### config.mk
export PLATFORM = sky130hd
export DESIGN_NAME = wb_retire_queue_flat
export DESIGN_NICKNAME = d
export VERILOG_FILES = /design/src/rtl/wb_retire_queue_if.sv /design/src/rtl/wb_retire_queue.sv /design/src/flat_wrapper.sv
export SDC_FILE = /design/constraint.sdc
export NUM_CORES = 1
export LEC_CHECK = 0
export ABC_CLOCK_PERIOD_IN_PS = 12400
export CAP_MARGIN = 40
export CORE_MARGIN = 3
export CORE_UTILIZATION = 40
export DETAILED_ROUTE_END_ITERATION = 6
export PLACE_DENSITY = 0.68
export REMOVE_ABC_BUFFERS = 1
export SYNTH_ARGS = -nofsm -noshare
export SYNTH_HDL_FRONTEND = slang
export SYNTH_SLANG_ARGS = --single-unit
### constraint.sdc
create_clock -name clk -period 12.4 [get_ports clk]
set_input_delay 3.1 -clock clk [delete_from_list [all_inputs] [get_ports clk]]
set_output_delay 3.1 -clock clk [all_outputs]
set_load 0.05 [all_outputs]
### src/rtl/wb_retire_queue_if.sv
// MEM -> WB handshake and payload bundle for the write-back retire queue.
// The MEM stage drives the payload through the master modport.
// The retire queue receives it through the slave modport and returns ws_allowin.
interface wb_retire_queue_if #(
   parameter int DATA_W = 32,
   parameter int RF_AW  = 5
);
   logic              ms_to_ws_valid;
   logic              ws_allowin;
   logic [DATA_W-1:0] ms_pc;
   logic [DATA_W-1:0] ms_result;
   logic              ms_gr_we;
   logic [RF_AW-1:0]  ms_dest;
   logic              ms_csr_we;
   logic              ms_csr_re;
   logic [13:0]       ms_csr_wnum;
   logic [DATA_W-1:0] ms_csr_wmask;
   logic [DATA_W-1:0] ms_csr_wd;
   logic              ms_ertn;
   logic [5:0]        ms_exc_flgs;

   modport master (
      output ms_to_ws_valid, ms_pc, ms_result, ms_gr_we, ms_dest,
             ms_csr_we, ms_csr_re, ms_csr_wnum, ms_csr_wmask, ms_csr_wd,
             ms_ertn, ms_exc_flgs,
      input  ws_allowin
   );

   modport slave (
      input  ms_to_ws_valid, ms_pc, ms_result, ms_gr_we, ms_dest,
             ms_csr_we, ms_csr_re, ms_csr_wnum, ms_csr_wmask, ms_csr_wd,
             ms_ertn, ms_exc_flgs,
      output ws_allowin
   );
endinterface

### src/rtl/wb_retire_queue.sv
// In-order DEPTH-entry write-back retire queue between MEM and the regfile/CSR file.
// The head entry commits GR/CSR writes, reports exceptions or ertn, and drives the trace port.
// Every queued entry, head included, feeds GR forwarding and CSR-hazard information back to ID.
// Optional feature macro: WB_DBG_HANDSHAKE_EN adds i_debug_wb_ready, which gates head retirement.
module wb_retire_queue #(
   parameter int DEPTH  = 2,
   parameter int DATA_W = 32,
   parameter int RF_AW  = 5
) (
   input  logic              clk,
   input  logic              reset,
`ifdef WB_DBG_HANDSHAKE_EN
   input  logic              i_debug_wb_ready,
`endif
   wb_retire_queue_if.slave  ms_if,
   output logic              o_rf_we,
   output logic [RF_AW-1:0]  o_rf_waddr,
   output logic [DATA_W-1:0] o_rf_wdata,
   output logic              o_csr_we,
   output logic [13:0]       o_csr_wnum,
   output logic [DATA_W-1:0] o_csr_wmask,
   output logic [DATA_W-1:0] o_csr_wval,
   output logic              o_wb_exc,
   output logic [5:0]        o_wb_ecode,
   output logic [8:0]        o_wb_esubcode,
   output logic [DATA_W-1:0] o_wb_pc,
   output logic              o_ertn_flush,
   input  logic [RF_AW-1:0]  i_qry_addr0,
   input  logic [RF_AW-1:0]  i_qry_addr1,
   output logic              o_qry_hit0,
   output logic              o_qry_hit1,
   output logic [DATA_W-1:0] o_qry_data0,
   output logic [DATA_W-1:0] o_qry_data1,
   output logic              o_csr_blk,
   output logic [13:0]       o_csr_blk_wnum,
   output logic [DATA_W-1:0] o_debug_wb_pc,
   output logic [3:0]        o_debug_wb_rf_wen,
   output logic [RF_AW-1:0]  o_debug_wb_rf_wnum,
   output logic [DATA_W-1:0] o_debug_wb_rf_wdata
);

   localparam int PTR_W = (DEPTH > 1) ? $clog2(DEPTH) : 1;
   localparam int CNT_W = $clog2(DEPTH + 1);
   localparam logic [CNT_W-1:0] DEPTH_C = CNT_W'(DEPTH);

   // Pointer advance with wrap at DEPTH (also covers the single-entry case).
   function automatic logic [PTR_W-1:0] f_next_ptr(input logic [PTR_W-1:0] p);
      logic [PTR_W-1:0] n;
      if (p == PTR_W'(DEPTH - 1)) begin
         n = '0;
      end else begin
         n = p + PTR_W'(1);
      end
      return n;
   endfunction

   // Exception code of the lowest-index raised flag.
   function automatic logic [5:0] f_ecode(input logic [5:0] flgs);
      logic [5:0] c;
      casez (flgs)
         6'b?????1: c = 6'h00;   // INT
         6'b????10: c = 6'h08;   // ADEF
         6'b???100: c = 6'h0D;   // INE
         6'b??1000: c = 6'h0B;   // SYS
         6'b?10000: c = 6'h0C;   // BRK
         6'b100000: c = 6'h09;   // ALE
         default:   c = 6'h00;
      endcase
      return c;
   endfunction

   // Queue bookkeeping
   logic [PTR_W-1:0]  r_wr_ptr;
   logic [PTR_W-1:0]  r_rd_ptr;
   logic [CNT_W-1:0]  r_count;
   logic [DEPTH-1:0]  r_valid;

   // Entry payload
   logic [DATA_W-1:0] r_pc       [DEPTH];
   logic [DATA_W-1:0] r_result   [DEPTH];
   logic              r_gr_we    [DEPTH];
   logic [RF_AW-1:0]  r_dest     [DEPTH];
   logic              r_csr_we   [DEPTH];
   logic              r_csr_re   [DEPTH];
   logic [13:0]       r_csr_wnum [DEPTH];
   logic [DATA_W-1:0] r_csr_wmask[DEPTH];
   logic [DATA_W-1:0] r_csr_wd   [DEPTH];
   logic              r_ertn     [DEPTH];
   logic [5:0]        r_flgs     [DEPTH];

   logic              w_ready_go;
   logic              w_head_valid;
   logic              w_head_exc;
   logic              w_retire;
   logic              w_flush;
   logic              w_allowin;
   logic              w_enq;
   logic              w_commit_ok;
   logic [DATA_W-1:0] w_head_wdata;
   logic [PTR_W-1:0]  w_idx;

`ifdef WB_DBG_HANDSHAKE_EN
   assign w_ready_go = i_debug_wb_ready;
`else
   assign w_ready_go = 1'b1;
`endif

   // Reset suppresses retirement so a mid-operation reset never commits.
   assign w_head_valid = r_valid[r_rd_ptr];
   assign w_head_exc   = |r_flgs[r_rd_ptr];
   assign w_retire     = w_head_valid & w_ready_go & ~reset;
   assign w_flush      = w_retire & (w_head_exc | r_ertn[r_rd_ptr]);
   assign w_allowin    = (r_count < DEPTH_C) | w_retire;
   assign w_enq        = ms_if.ms_to_ws_valid & w_allowin & ~w_flush;
   assign w_commit_ok  = w_retire & ~w_head_exc;
   assign w_head_wdata = r_csr_re[r_rd_ptr] ? r_csr_wd[r_rd_ptr] : r_result[r_rd_ptr];

   assign ms_if.ws_allowin = w_allowin;

   // Head commit, exception report and trace outputs.
   assign o_rf_we             = w_commit_ok & r_gr_we[r_rd_ptr];
   assign o_rf_waddr          = r_dest[r_rd_ptr];
   assign o_rf_wdata          = w_head_wdata;
   assign o_csr_we            = w_commit_ok & r_csr_we[r_rd_ptr];
   assign o_csr_wnum          = r_csr_wnum[r_rd_ptr];
   assign o_csr_wmask         = r_csr_wmask[r_rd_ptr];
   assign o_csr_wval          = r_csr_wd[r_rd_ptr];
   assign o_ertn_flush        = w_commit_ok & r_ertn[r_rd_ptr];
   assign o_wb_exc            = w_retire & w_head_exc;
   assign o_wb_ecode          = o_wb_exc ? f_ecode(r_flgs[r_rd_ptr]) : 6'h00;
   assign o_wb_esubcode       = 9'h000;
   assign o_wb_pc             = r_pc[r_rd_ptr];
   assign o_debug_wb_pc       = r_pc[r_rd_ptr];
   assign o_debug_wb_rf_wen   = {4{o_rf_we}};
   assign o_debug_wb_rf_wnum  = r_dest[r_rd_ptr];
   assign o_debug_wb_rf_wdata = w_head_wdata;

   // Forwarding and CSR-hazard search: walk oldest to youngest so the youngest match wins.
   always_comb begin
      o_qry_hit0     = 1'b0;
      o_qry_hit1     = 1'b0;
      o_qry_data0    = '0;
      o_qry_data1    = '0;
      o_csr_blk      = 1'b0;
      o_csr_blk_wnum = 14'h0000;
      w_idx          = r_rd_ptr;
      for (int k = 0; k < DEPTH; k++) begin
         w_idx = r_rd_ptr + PTR_W'(k);
         if (r_valid[w_idx] && r_gr_we[w_idx] && (r_flgs[w_idx] == 6'b000000)
             && (r_dest[w_idx] == i_qry_addr0) && (i_qry_addr0 != '0)) begin
            o_qry_hit0  = 1'b1;
            o_qry_data0 = r_csr_re[w_idx] ? r_csr_wd[w_idx] : r_result[w_idx];
         end else begin
            o_qry_hit0  = o_qry_hit0;
         end
         if (r_valid[w_idx] && r_gr_we[w_idx] && (r_flgs[w_idx] == 6'b000000)
             && (r_dest[w_idx] == i_qry_addr1) && (i_qry_addr1 != '0)) begin
            o_qry_hit1  = 1'b1;
            o_qry_data1 = r_csr_re[w_idx] ? r_csr_wd[w_idx] : r_result[w_idx];
         end else begin
            o_qry_hit1  = o_qry_hit1;
         end
         if (r_valid[w_idx] && (r_csr_we[w_idx] || r_ertn[w_idx])) begin
            o_csr_blk      = 1'b1;
            o_csr_blk_wnum = r_csr_wnum[w_idx];
         end else begin
            o_csr_blk      = o_csr_blk;
         end
      end
   end

   // Queue state: reset and flush empty it; otherwise retire from the head and enqueue at the tail.
   always_ff @(posedge clk) begin
      if (reset) begin
         r_wr_ptr <= '0;
         r_rd_ptr <= '0;
         r_count  <= '0;
         r_valid  <= '0;
         for (int i = 0; i < DEPTH; i++) begin
            r_pc[i]        <= '0;
            r_result[i]    <= '0;
            r_gr_we[i]     <= 1'b0;
            r_dest[i]      <= '0;
            r_csr_we[i]    <= 1'b0;
            r_csr_re[i]    <= 1'b0;
            r_csr_wnum[i]  <= 14'h0000;
            r_csr_wmask[i] <= '0;
            r_csr_wd[i]    <= '0;
            r_ertn[i]      <= 1'b0;
            r_flgs[i]      <= 6'b000000;
         end
      end else if (w_flush) begin
         r_wr_ptr <= '0;
         r_rd_ptr <= '0;
         r_count  <= '0;
         r_valid  <= '0;
      end else begin
         // Retire is applied before enqueue so a full queue can refill the freed slot.
         if (w_retire) begin
            r_valid[r_rd_ptr] <= 1'b0;
            r_rd_ptr          <= f_next_ptr(r_rd_ptr);
         end
         if (w_enq) begin
            r_valid[r_wr_ptr]     <= 1'b1;
            r_wr_ptr              <= f_next_ptr(r_wr_ptr);
            r_pc[r_wr_ptr]        <= ms_if.ms_pc;
            r_result[r_wr_ptr]    <= ms_if.ms_result;
            r_gr_we[r_wr_ptr]     <= ms_if.ms_gr_we;
            r_dest[r_wr_ptr]      <= ms_if.ms_dest;
            r_csr_we[r_wr_ptr]    <= ms_if.ms_csr_we;
            r_csr_re[r_wr_ptr]    <= ms_if.ms_csr_re;
            r_csr_wnum[r_wr_ptr]  <= ms_if.ms_csr_wnum;
            r_csr_wmask[r_wr_ptr] <= ms_if.ms_csr_wmask;
            r_csr_wd[r_wr_ptr]    <= ms_if.ms_csr_wd;
            r_ertn[r_wr_ptr]      <= ms_if.ms_ertn;
            r_flgs[r_wr_ptr]      <= ms_if.ms_exc_flgs;
         end
         case ({w_enq, w_retire})
            2'b10:   r_count <= r_count + CNT_W'(1);
            2'b01:   r_count <= r_count - CNT_W'(1);
            default: r_count <= r_count;
         endcase
      end
   end

endmodule

### src/flat_wrapper.sv
// flat-port wrapper written by rule: the top's interface ports become plain ports
module wb_retire_queue_flat 
#(
   parameter int DEPTH  = 2,
   parameter int DATA_W = 32,
   parameter int RF_AW  = 5
)
  (clk, reset, o_rf_we, o_rf_waddr, o_rf_wdata, o_csr_we, o_csr_wnum, o_csr_wmask, o_csr_wval, o_wb_exc, o_wb_ecode, o_wb_esubcode, o_wb_pc, o_ertn_flush, i_qry_addr0, i_qry_addr1, o_qry_hit0, o_qry_hit1, o_qry_data0, o_qry_data1, o_csr_blk, o_csr_blk_wnum, o_debug_wb_pc, o_debug_wb_rf_wen, o_debug_wb_rf_wnum, o_debug_wb_rf_wdata, ms_if_ms_to_ws_valid, ms_if_ms_pc, ms_if_ms_result, ms_if_ms_gr_we, ms_if_ms_dest, ms_if_ms_csr_we, ms_if_ms_csr_re, ms_if_ms_csr_wnum, ms_if_ms_csr_wmask, ms_if_ms_csr_wd, ms_if_ms_ertn, ms_if_ms_exc_flgs, ms_if_ws_allowin);
  wb_retire_queue_if #(.DATA_W(DATA_W), .RF_AW(RF_AW)) ms_if_i ();
  input  logic clk;
  input  logic reset;
  output logic o_rf_we;
  output logic [RF_AW-1:0] o_rf_waddr;
  output logic [DATA_W-1:0] o_rf_wdata;
  output logic o_csr_we;
  output logic [13:0] o_csr_wnum;
  output logic [DATA_W-1:0] o_csr_wmask;
  output logic [DATA_W-1:0] o_csr_wval;
  output logic o_wb_exc;
  output logic [5:0] o_wb_ecode;
  output logic [8:0] o_wb_esubcode;
  output logic [DATA_W-1:0] o_wb_pc;
  output logic o_ertn_flush;
  input  logic [RF_AW-1:0] i_qry_addr0;
  input  logic [RF_AW-1:0] i_qry_addr1;
  output logic o_qry_hit0;
  output logic o_qry_hit1;
  output logic [DATA_W-1:0] o_qry_data0;
  output logic [DATA_W-1:0] o_qry_data1;
  output logic o_csr_blk;
  output logic [13:0] o_csr_blk_wnum;
  output logic [DATA_W-1:0] o_debug_wb_pc;
  output logic [3:0] o_debug_wb_rf_wen;
  output logic [RF_AW-1:0] o_debug_wb_rf_wnum;
  output logic [DATA_W-1:0] o_debug_wb_rf_wdata;
  input wire logic [$bits(ms_if_i.ms_to_ws_valid)-1:0] ms_if_ms_to_ws_valid;
  input wire logic [$bits(ms_if_i.ms_pc)-1:0] ms_if_ms_pc;
  input wire logic [$bits(ms_if_i.ms_result)-1:0] ms_if_ms_result;
  input wire logic [$bits(ms_if_i.ms_gr_we)-1:0] ms_if_ms_gr_we;
  input wire logic [$bits(ms_if_i.ms_dest)-1:0] ms_if_ms_dest;
  input wire logic [$bits(ms_if_i.ms_csr_we)-1:0] ms_if_ms_csr_we;
  input wire logic [$bits(ms_if_i.ms_csr_re)-1:0] ms_if_ms_csr_re;
  input wire logic [$bits(ms_if_i.ms_csr_wnum)-1:0] ms_if_ms_csr_wnum;
  input wire logic [$bits(ms_if_i.ms_csr_wmask)-1:0] ms_if_ms_csr_wmask;
  input wire logic [$bits(ms_if_i.ms_csr_wd)-1:0] ms_if_ms_csr_wd;
  input wire logic [$bits(ms_if_i.ms_ertn)-1:0] ms_if_ms_ertn;
  input wire logic [$bits(ms_if_i.ms_exc_flgs)-1:0] ms_if_ms_exc_flgs;
  output wire logic [$bits(ms_if_i.ws_allowin)-1:0] ms_if_ws_allowin;
  assign ms_if_i.ms_to_ws_valid = ms_if_ms_to_ws_valid;
  assign ms_if_i.ms_pc = ms_if_ms_pc;
  assign ms_if_i.ms_result = ms_if_ms_result;
  assign ms_if_i.ms_gr_we = ms_if_ms_gr_we;
  assign ms_if_i.ms_dest = ms_if_ms_dest;
  assign ms_if_i.ms_csr_we = ms_if_ms_csr_we;
  assign ms_if_i.ms_csr_re = ms_if_ms_csr_re;
  assign ms_if_i.ms_csr_wnum = ms_if_ms_csr_wnum;
  assign ms_if_i.ms_csr_wmask = ms_if_ms_csr_wmask;
  assign ms_if_i.ms_csr_wd = ms_if_ms_csr_wd;
  assign ms_if_i.ms_ertn = ms_if_ms_ertn;
  assign ms_if_i.ms_exc_flgs = ms_if_ms_exc_flgs;
  assign ms_if_ws_allowin = ms_if_i.ws_allowin;
  wb_retire_queue #(.DEPTH(DEPTH), .DATA_W(DATA_W), .RF_AW(RF_AW)) u_core (.clk(clk), .reset(reset), .ms_if(ms_if_i), .o_rf_we(o_rf_we), .o_rf_waddr(o_rf_waddr), .o_rf_wdata(o_rf_wdata), .o_csr_we(o_csr_we), .o_csr_wnum(o_csr_wnum), .o_csr_wmask(o_csr_wmask), .o_csr_wval(o_csr_wval), .o_wb_exc(o_wb_exc), .o_wb_ecode(o_wb_ecode), .o_wb_esubcode(o_wb_esubcode), .o_wb_pc(o_wb_pc), .o_ertn_flush(o_ertn_flush), .i_qry_addr0(i_qry_addr0), .i_qry_addr1(i_qry_addr1), .o_qry_hit0(o_qry_hit0), .o_qry_hit1(o_qry_hit1), .o_qry_data0(o_qry_data0), .o_qry_data1(o_qry_data1), .o_csr_blk(o_csr_blk), .o_csr_blk_wnum(o_csr_blk_wnum), .o_debug_wb_pc(o_debug_wb_pc), .o_debug_wb_rf_wen(o_debug_wb_rf_wen), .o_debug_wb_rf_wnum(o_debug_wb_rf_wnum), .o_debug_wb_rf_wdata(o_debug_wb_rf_wdata));
endmodule
==> results of run 1 <==
-- worst min-delay path: stages, from the launching register on --
cell and delay [ps]:
dfxtp_1 320, nand2_1 60, a21oi_1 60
-- logic make-up (layout without fill, tap and decap cells) --
kind of cell             Yosys count  in the layout  share of synthesized area, %
flip-flops                       321            321                          52.1
other                              1             14                        0.0204
XOR/XNOR                          23             23                          1.10
AND/OR/NAND/NOR                  671            671                          17.4
AO/OA/AOI/OAI                     71             71                          2.11
adder cells (fa/ha/maj)            1              1                        0.0682
multiplexers                     335            335                          19.7
buffers and inverters            215            584                          7.46
-- worst paths after layout --
| check | startpoint | endpoint | slack (ps) | depth (start not counted) |
|---|---|---|---|---|
| worst max-delay path | i_qry_addr0[2] | o_qry_data0[15] | 3070 | 6 |
| worst min-delay path | u_core.r_wr_ptr | u_core.r_wr_ptr | 490 | 2 |
| worst max register to register | flip-flop | u_core.r_csr_wmask[0][21] | 7010 | 8 |
| worst min register to register | u_core.r_wr_ptr | u_core.r_wr_ptr | 490 | 2 |
-- synth_stat cells (2+ instances only) --
library cell / instances
buf_1: 6
mux2i_1: 128
nor3b_1: 2
o21a_1: 4
nor2_1: 329
buf_6: 25
edfxtp_1: 314
a21oi_1: 10
nand3_1: 83
buf_2: 42
xnor2_1: 22
o21ai_1: 2
nor4_2: 2
inv_1: 7
nor3_1: 2
clkbuf_1: 49
nor4_1: 5
buf_4: 86
nand2_1: 39
and3_1: 32
mux2_2: 207
dfxtp_1: 7
nand2b_1: 163
or3_1: 3
o21ai_0: 49
or3b_1: 3
-- registers in the layout (all words and copies together), names as in the netlist, 10 cells and up, named ones only --
signal and flops:
u_core.r_dest 10, u_core.r_csr_wd 64, u_core.r_csr_wnum 28, u_core.r_pc 64
u_core.r_csr_wmask 64, u_core.r_flgs 12, u_core.r_result 64
-- cell usage in the layout, fill, tap and decap left out, types with 4 or more instances in the layout --
cell type        count
buf_4               22
nand2b_4             4
clkinv_2             8
edfxtp_1           314
o21ai_0             49
nand3_1             81
dfxtp_1              5
buf_16               8
clkbuf_1             7
nor4_1               5
nand2_1             39
inv_1                7
conb_1              11
xnor2_1             22
mux2_2             207
clkinv_1             8
and3_1              32
clkbuf_16           39
a21oi_1              8
nor2_1             328
mux2i_1            127
bufinv_16            4
o21a_1               4
nand2b_1           159
clkdlybuf4s50_1    478
-- power breakdown --
part / switching, mW / internal, mW
sequential: 0.0556 / 1.33
clock: 0.440 / 0.658
combinational: 0.910 / 0.465
-- routing by layer --
layer | part of all wire (%) | wire length (um)
met5 | 0.056 | 32
met4 | 2.1 | 1160
met3 | 8.0 | 4540
met2 | 50 | 28200
met1 | 40 | 22800
-- area by class of cell --
| cell class | count | area (um^2) | share of cell area, % |
|---|---|---|---|
| Sequential cell | 321 | 9580 | 39.4 |
| Multi-Input combinational cell | 1112 | 7560 | 31.1 |
| Timing Repair Buffer | 509 | 5180 | 21.3 |
| Clock buffer | 46 | 1000 | 4.12 |
| Tap cell | 592 | 741 | 3.05 |
| Clock inverter | 22 | 206 | 0.849 |
| Inverter | 7 | 26.3 | 0.108 |
| Antenna cell | 3 | 7.51 | 0.0309 |
-- through the flow --
stage | TNS [ps] | cell area [um^2]
6_report | 0 | 24300
5_1_grt | 0 | 24300
4_1_cts | 0 | 24300
3_5_place_dp | 0 | 23100
3_3_place_gp | 0 | 22900
2_1_floorplan | -410410 | 17100
==> summary.md, run 1 <==
| Metric | Value |
|---|---|
| Vias | 13771 |
| Share of layout cells above drive strength 1 | 15.2% |
| Largest fanout on the critical path | 33 |
| Clk slew on worst S/H paths | 60 ps |
| CTS Sinks | 321 |
| Mapped Area | 18400 um^2 |
| Maximum vdd drop | 0.130 mV |
| Die height | 220 um |
| Final hold vios | 0 |
| Crit-path max cell delay | 890 ps |
| Final core occ | 54.3% |
| Synthesized area per cell | 11.2 um^2 |
| Met1 Track Usage GR | 27.9% |
| # IOs | 491 |
| Setup bufs post-CTS | 0 |
| Drt total wl | 56.7 mm |
| FP Rows | 77 |
| Worst setup EP type | output port |
| Mapped Cells | 1638 |
| PnR worst setup slack | 3070 ps |
| Post-DR vias/cell | 5.27 |
| Leakage | 9.15 nW |
| Sequential area share after synthesis | 52.1% |
| Total GRT Usage | 22.5% |
| Initial DRT Pass Iterations | 5 |
| FF+latch count, synth | 321 |
| # setup viols final | 0 |
| Layout Nets | 2160 |
| Hold Slack | 488 ps |
| Dpl cells | 2541 |
| Async S/R FF share, synth | 0% |
| Yosys top cell by area | edfxtp_1 |
| Cts repair resizes | 0 |
| Grt met2 use | 38.8% |
| Placer Congestion | 0.818 |
| Die area | 48500 um^2 |
| Status | completed |
| Crit path max-delay family | buffers and inverters |
| PD cells | 159 nW/um^2 |
| Total CTS buffers | 38 |
| Drt drc | 0 |
| Layout Cells excl Fill | 2612 |
| Largest net degree at the start of global routing | 72 |
| Worst slew margin | 43.4% |
| Critical Path, Cell by Cell | clkdlybuf4s50_1 -> xnor2_1 -> nor4_1 -> nand3_4 -> mux2i_1 -> clkdlybuf4s50_1 |
| Crit path max-delay cell type | clkdlybuf4s50_1 |
| GRT met3 Usage | 6.41% |
| Clock root cell | clkbuf_16 |
| # H-tree levels | 2 |
| Hold_buf cts | 0 |
| Number of port buffers | 479 |
| Initial drt markers | 727 |
| First-pass GRT wire length | 83.4 mm |
| Starting Density | 41.0% |
| Antenna violations before repair | 7 |
| Post-synth top area share | 51.4% |
| WL per Instance | 21.7 um |
| Tmin final | 9330 ps |
| ANT nets after route | 0 |
| Maximum operating frequency | 107 MHz |
| Synth area leaders | edfxtp_1 51%, mux2_2 13%, mux2i_1 7.0%, nor2_1 6.7%, nand2b_1 5.6% |
| Maxcap violations | 0 |
| Clock skew | 25.6 ps |
| Unrepaired setup endpoints after global routing | false |
| CTS tree | done |
| Core area | 44800 um^2 |
| Global route overflow | 0 |
| Worst Path Buf+Inv | 2 |
| Type of the tightest min-delay check | flip-flop to flip-flop |
| Distinct cells, synth | 43 |
| Deepest clock path buffer count | 3 |
| Detail Placement HPWL | 37.8 mm |
| Most used cell, CP | clkdlybuf4s50_1 |
| Startpoint types | primary input |
| EDFF count, synth | 314 |
| Worst EP arrival | 6230 ps |
| Main synth FF type | edfxtp_1 |
| Worst skew pair latency | 550 ps |
| Slew @ Worst Pin | 849 ps |
| Ys Warns | 0 |
| Number of global-route vias before repair | 13954 |
| Die X | 220 um |
| Overall Power | 3.86 mW |
| Final period util | 75.2% |
| Most used routing layer | met2 |
| Fill cell total of the finished layout | 3899 |
| Layout Area Growth over Synthesis | 32.4% |
| Dpl ws | 3060 ps |
| WS Path Type | primary input to output port |
| Worst EP required | 9300 ps |
| Final Max Tran Viols | 0 |
(Power assumes the default switching activity.)
==> run 2: changes to the inputs <==
Settings changed: ABC_CLOCK_PERIOD_IN_PS 12400 to 8100, PLACE_DENSITY 0.68 to 0.71.
Clock period 12.4 ns to 8.1 ns, I/O delays scaled along.
==> run 2 against run 1 <==
Via count fell by 0.95%. Sequential share of layout area rose by 0.15 points. Core utilization fell by 0.21 points. Critical path depth rose by 1. Clock power rose by 45%. First-iteration DRC count rose by 3.0%. Largest power group unchanged. Final cell count fell by 0.31%.
==> summary.md, run 2 (same netlist as run 1, synthesis figures left out) <==
| Metric | Value |
|---|---|
| Worst Path Buf+Inv | 3 (+1) |
| Cts repair resizes | 0 (unchanged) |
| Maximum vdd drop | 0.180 mV (+38%) |
| # setup viols final | 0 (unchanged) |
| Drt drc | 0 (unchanged) |
| Number of global-route vias before repair | 13998 (+0.32%) |
| FP Rows | 77 (unchanged) |
| # IOs | 491 (unchanged) |
| Largest net degree at the start of global routing | 105 (+46%) |
| Leakage | 9.11 nW (-0.45%) |
| Core area | 44800 um^2 (unchanged) |
| Status | completed |
| Type of the tightest min-delay check | flip-flop to flip-flop |
| Slew @ Worst Pin | 896 ps (+46.6 ps) |
| Maximum operating frequency | 141 MHz |
| Total CTS buffers | 37 (-2.6%) |
| Post-DR vias/cell | 5.24 (-0.65%) |
| Die X | 220 um (unchanged) |
| Final hold vios | 0 (unchanged) |
| Met1 Track Usage GR | 27.3% (-0.61 points) |
| Initial DRT Pass Iterations | 5 (unchanged) |
| Deepest clock path buffer count | 3 (unchanged) |
| Worst EP required | 6080 ps (-3220 ps) |
| Worst skew pair latency | 530 ps (-20 ps) |
| CTS Sinks | 321 (unchanged) |
| Most used routing layer | met2 |
| Worst EP arrival | 5040 ps (-1190 ps) |
| Largest fanout on the critical path | 28 (-15%) |
| Most used cell, CP | clkdlybuf4s50_1 |
| Starting Density | 41.0% (unchanged) |
| Share of layout cells above drive strength 1 | 14.9% (-0.24 points) |
| Final period util | 87.3% |
| Most frequent cells in the layout | 478 x clkdlybuf4s50_1, 328 x nor2_1, 314 x edfxtp_1, 207 x mux2_2, 159 x nand2b_1 |
| Tmin final | 7070 ps |
| Die area | 48500 um^2 (unchanged) |
| PD cells | 240 nW/um^2 (+51%) |
| Storage element area | 9580 um^2 (unchanged) |
| Placer Congestion | 0.848 (+3.6%) |
| Drt total wl | 55.4 mm (-2.2%) |
| GRT met3 Usage | 6.04% (-0.37 points) |
| Fill cell total of the finished layout | 3835 (-1.6%) |
| Clock skew | 14.9 ps (-10.7 ps) |
| Hold Slack | 485 ps (-2.78 ps) |
| Total Neg Setup Slack | 0 ps (unchanged) |
| Initial drt markers | 749 (+3.0%) |
| Clock root cell | clkbuf_16 |
| Crit path max-delay cell type | clkdlybuf4s50_1 |
| ANT nets after route | 0 (unchanged) |
| Die height | 220 um (unchanged) |
| Multi-input gate area | 7550 um^2 (about the same) |
| Final Max Tran Viols | 0 (unchanged) |
| WL per Instance | 21.3 um (-1.9%) |
| Crit-path max cell delay | 830 ps (-60 ps) |
| Critical Path, Cell by Cell | clkdlybuf4s50_1 -> nor3_1 -> a21oi_1 -> nand3_2 -> buf_4 -> mux2i_1 -> clkdlybuf4s50_1 |
| Startpoint types | primary input |
| Maxcap violations | 0 (unchanged) |
| CTS tree | done |
| Detail Placement HPWL | 38.2 mm (+0.82%) |
| Layout Nets | 2157 (-0.14%) |
| Commonest non-fill, non-tap cell in the layout | clkdlybuf4s50_1 |
| Crit path max-delay family | buffers and inverters |
| Number of port buffers | 479 (unchanged) |
| # H-tree levels | 2 (unchanged) |
| Worst setup EP type | output port |
| Vias | 13640 (-0.95%) |
| Total GRT Usage | 22.1% (-0.47 points) |
| Clk slew on worst S/H paths | 50 ps (about the same) |
| Overall Power | 5.81 mW (+50%) |
| Hold_buf cts | 0 (unchanged) |
| Antenna violations before repair | 6 (-1) |
| Setup bufs post-CTS | 0 (unchanged) |
| Global route overflow | 0 (unchanged) |
| Unrepaired setup endpoints after global routing | false |
| Layout Area Growth over Synthesis | 31.9% |
| WS Path Type | primary input to output port |
| First-pass GRT wire length | 82.2 mm (-1.5%) |
| Worst slew margin | 40.2% (-3.3 points) |
| Grt met2 use | 38.4% (-0.39 points) |
[run 2: changes by cell type in the layout (fill, tap and decap cells not counted), moves of 2 or more]
cell	change
clkinv_2	-3
clkbuf_1	-2
clkbuf_16	-2
buf_12	+3
buf_16	-2
buf_4	-2
[run 2: area by class of cell]
type,instances,share of cell area [%]
sequential,321,39.6
multi-input combinational,1112,31.2
timing repair buffer,507,21.3
clock buffer,42,3.90
tap,592,3.06
clock inverter,20,0.832
inverter,7,0.109
antenna,3,0.0310
[run 2: final timing paths]
check | from | end | slack [ps] | depth (start not counted)
setup reg to reg | flip-flop | u_core.r_csr_wmask[0][14] | 3070 | 9
setup / recovery | i_qry_addr0[0] | o_qry_data0[5] | 1030 | 7
hold reg to reg | u_core.r_wr_ptr | u_core.r_wr_ptr | 480 | 2
hold / removal | u_core.r_wr_ptr | u_core.r_wr_ptr | 480 | 2
[run 2: worst min-delay path: cells and delay by family (launching register included)]
kind / cells / cell delay, ps
DFF: 1 / 320
and+or+nand+nor: 1 / 60
AOI/OAI and AO/OA: 1 / 60
[run 2: per-layer routing]
metal  up-vias  wire (um)  share of wire [%]
li1       6354          -                  -
met1      6722      22100                 40
met2       489      27600                 50
met3        69       4630                8.4
met4         6       1010                1.8
met5         -         35              0.063
[run 2: power by group]
group | switching, mW | internal, mW | total (mW)
Clock | 0.640 | 0.961 | 1.60
Combinational | 1.38 | 0.704 | 2.09
Sequential | 0.0819 | 2.04 | 2.13
Total | 2.10 | 3.71 | 5.81
[run 2: metrics by stage]
| stage | worst slack (ps) | cells | utilization (%) | instance area [um^2] |
|---|---|---|---|---|
| final | 1030 | 2604 | 54.0 | 24200 |
| after detailed placement | 1060 | 2539 | 51.5 | 23100 |
| after global placement | 1210 | 2531 | 51.0 | 22900 |
| after floorplan | -5600 | 1440 | - | 17100 |
| after CTS | 1050 | 2601 | 54.0 | 24200 |
| after global routing | 907 | 2602 | 54.0 | 24200 |
==> run 3: changes to the inputs <==
Settings changed: ABC_CLOCK_PERIOD_IN_PS 8100 to unset, CTS_CLUSTER_SIZE set to 10.
==> run 3 against run 2 <==
Die area stayed put. Global-route usage hardly changed. Hold slack hardly changed. First-iteration DRC count is 0.80% lower. Core utilization is 0.15 points lower. Largest cell class unchanged. Combinational power hardly changed. Maximum frequency is 0.11% higher. Critical path type unchanged. Non-clock buffer count stayed put. Sequential share of layout area is 0.11 points higher. Largest power group unchanged. Register-to-register slack worse by 50 ps. Clock power is 6% lower. Clock-buffer cell count is 10 higher.
==> summary.md, run 3 (same netlist as run 1, synthesis figures left out) <==
| Metric | Value |
|---|---|
| Initial DRT Pass Iterations | 5 (unchanged) |
| Worst EP arrival | 5040 ps (about the same) |
| Die height | 220 um (unchanged) |
| Starting Density | 41.0% (unchanged) |
| Layout Cells excl Fill | 2602 (-0.077%) |
| Deepest clock path buffer count | 3 (unchanged) |
| Sw Pwr | 2.10 mW (-0.13%) |
| Worst slew margin | 39.6% (-0.57 points) |
| Status | completed |
| Total CTS buffers | 39 (+5.4%) |
| Number of port buffers | 479 (unchanged) |
| Drt drc | 0 (unchanged) |
| Hold_buf cts | 0 (unchanged) |
| Worst skew pair latency | 540 ps (about the same) |
| Worst Path Buf+Inv | 3 (unchanged) |
| Critical Path, Cell by Cell | clkdlybuf4s50_1 -> nor3_1 -> a21oi_1 -> nand3_2 -> buf_4 -> mux2i_1 -> clkdlybuf4s50_1 |
| # H-tree levels | 2 (unchanged) |
| CTS Sinks | 321 (unchanged) |
| Dpl cells | 2539 (unchanged) |
| CTS tree | done |
| First-pass GRT wire length | 82.3 mm (+0.13%) |
| Setup bufs post-CTS | 0 (unchanged) |
| # IOs | 491 (unchanged) |
| Crit-path max cell delay | 830 ps (about the same) |
| Most used cell, CP | clkdlybuf4s50_1 |
| Critical path origin | i_qry_addr0[0] |
| Most frequent cells in the layout | 478 x clkdlybuf4s50_1, 328 x nor2_1, 314 x edfxtp_1, 207 x mux2_2, 159 x nand2b_1 |
| Final period util | 87.2% (-0.095 points) |
| PD cells | 237 nW/um^2 (-1.2%) |
| ANT nets after route | 0 (unchanged) |
| Vias | 13667 (+0.20%) |
| # setup viols final | 0 (unchanged) |
| Maxcap violations | 0 (unchanged) |
| Final Max Tran Viols | 0 (unchanged) |
| Post-DR vias/cell | 5.25 (+0.27%) |
| Slew @ Worst Pin | 904 ps (+8.48 ps) |
| Maximum vdd drop | 0.175 mV (-2.7%) |
| Crit path max-delay cell type | clkdlybuf4s50_1 |
| Commonest non-fill, non-tap cell in the layout | clkdlybuf4s50_1 |
| Hold wc startpoint | u_core.r_wr_ptr |
| Largest fanout on the critical path | 28 (unchanged) |
| Die area | 48500 um^2 (unchanged) |
| Clock skew | 17.2 ps (+2.35 ps) |
| Maximum operating frequency | 142 MHz (+0.11%) |
| Initial drt markers | 743 (-0.80%) |
| Comb power frac | 36.5% (+0.6 points) |
| Crit path max-delay family | buffers and inverters |
| Core area | 44800 um^2 (unchanged) |
| Startpoint types | primary input |
| Hold Slack | 485 ps (-0.0390 ps) |
| Leakage | 9.07 nW (-0.47%) |
| Switching Share | 36.7% (+0.49 points) |
| Internal power | 3.63 mW (-2.2%) |
| Antenna violations before repair | 7 (+1) |
| Unrepaired setup endpoints after global routing | false |
| Sequential share of power | 37.1% (+0.5 points) |
| Clk slew on worst S/H paths | 50 ps (about the same) |
| Largest net degree at the start of global routing | 105 (unchanged) |
| Total GRT Usage | 22.1% (+0.036 points) |
| Placer Congestion | 0.848 (unchanged) |
| Tmin final | 7060 ps (-7.70 ps) |
| Clock root cell | clkbuf_16 |
| Cts repair resizes | 0 (unchanged) |
| Layout Nets | 2159 (+0.093%) |
| Detail Placement HPWL | 38.2 mm (unchanged) |
| Worst setup EP type | output port |
| Global route overflow | 0 (unchanged) |
| WS Path Type | primary input to output port |
| Worst EP required | 6080 ps (about the same) |
| Type of the tightest min-delay check | flip-flop to flip-flop |
| WL per Instance | 21.4 um (+0.66%) |
| FP Rows | 77 (unchanged) |
| Layout Area Growth over Synthesis | 31.5% |
| Drt total wl | 55.7 mm (+0.58%) |
| Share of layout cells above drive strength 1 | 14.7% (-0.27 points) |
| Die X | 220 um (unchanged) |
| Number of global-route vias before repair | 13981 (-0.12%) |
| Clock share of power | 26.4% (-1.1 points) |
| Final hold vios | 0 (unchanged) |
==> run 3: changes by cell type in the layout (fill, tap and decap cells not counted), sizes merged <==
cell	delta
inv	-2
clkinv	-8
bufinv	-4
clkbuf	+10
diode	+2
==> run 3: worst paths after layout <==
check / to / slack (ps) / cells past startpoint
max: o_qry_data0[5] / 1040 / 7
max reg2reg: u_core.r_csr_wmask[0][21] / 3020 / 9
min reg2reg: u_core.r_wr_ptr / 480 / 2
min: u_core.r_wr_ptr / 480 / 2
==> run 3: metal layers <==
metal | global-route usage [%] | share of wire, % | vias to the layer above
li1 | - | - | 6358
met1 | 27.2 | 40 | 6745
met2 | 38.3 | 50 | 490
met3 | 6.21 | 8.2 | 68
met4 | 5.73 | 1.8 | 6
met5 | 0 | 0.057 | -
==> run 3: metrics by stage <==
| stage | power [mW] | area, um^2 | TNS (ps) | utilization (%) | worst slack, ps |
|---|---|---|---|---|---|
| 6_report | 5.73 | 24100 | 0 | 53.9 | 1040 |
| 3_5_place_dp | 4.25 | 23100 | 0 | 51.5 | 1060 |
| 2_1_floorplan | 3.49 | 17100 | -2283290 | - | -5600 |
| 4_1_cts | 5.78 | 24100 | 0 | 53.9 | 1050 |
| 3_3_place_gp | 4.20 | 22900 | 0 | 51.0 | 1210 |
| 5_1_grt | 5.94 | 24100 | 0 | 53.9 | 907 |
==> run 3: cell type report <==
type	instances	area (um^2)
inverter	7	26.3
multi-input combinational	1112	7550
clock inverter	6	50.0
fill	3842	20700
clock buffer	52	1020
tap	592	741
timing repair buffer	507	5160
sequential	321	9580
antenna	5	12.5
==> run 3: tightest hold or removal path: cells and delay by family, from the launching register on <==
| family | cells | cell delay, ps |
|---|---|---|
| AOI/OAI and AO/OA | 1 | 60 |
| DFF | 1 | 310 |
| and+or+nand+nor | 1 | 60 |
==> run 3: power by group through the flow <==
stage	registers, mW	logic (mW)	clock network (mW)
global placement	2.15	2.05	0
floorplan	2.18	1.31	0
global route	2.15	2.18	1.61
detailed placement	2.16	2.09	0
CTS	2.13	2.10	1.55
finish	2.13	2.09	1.51
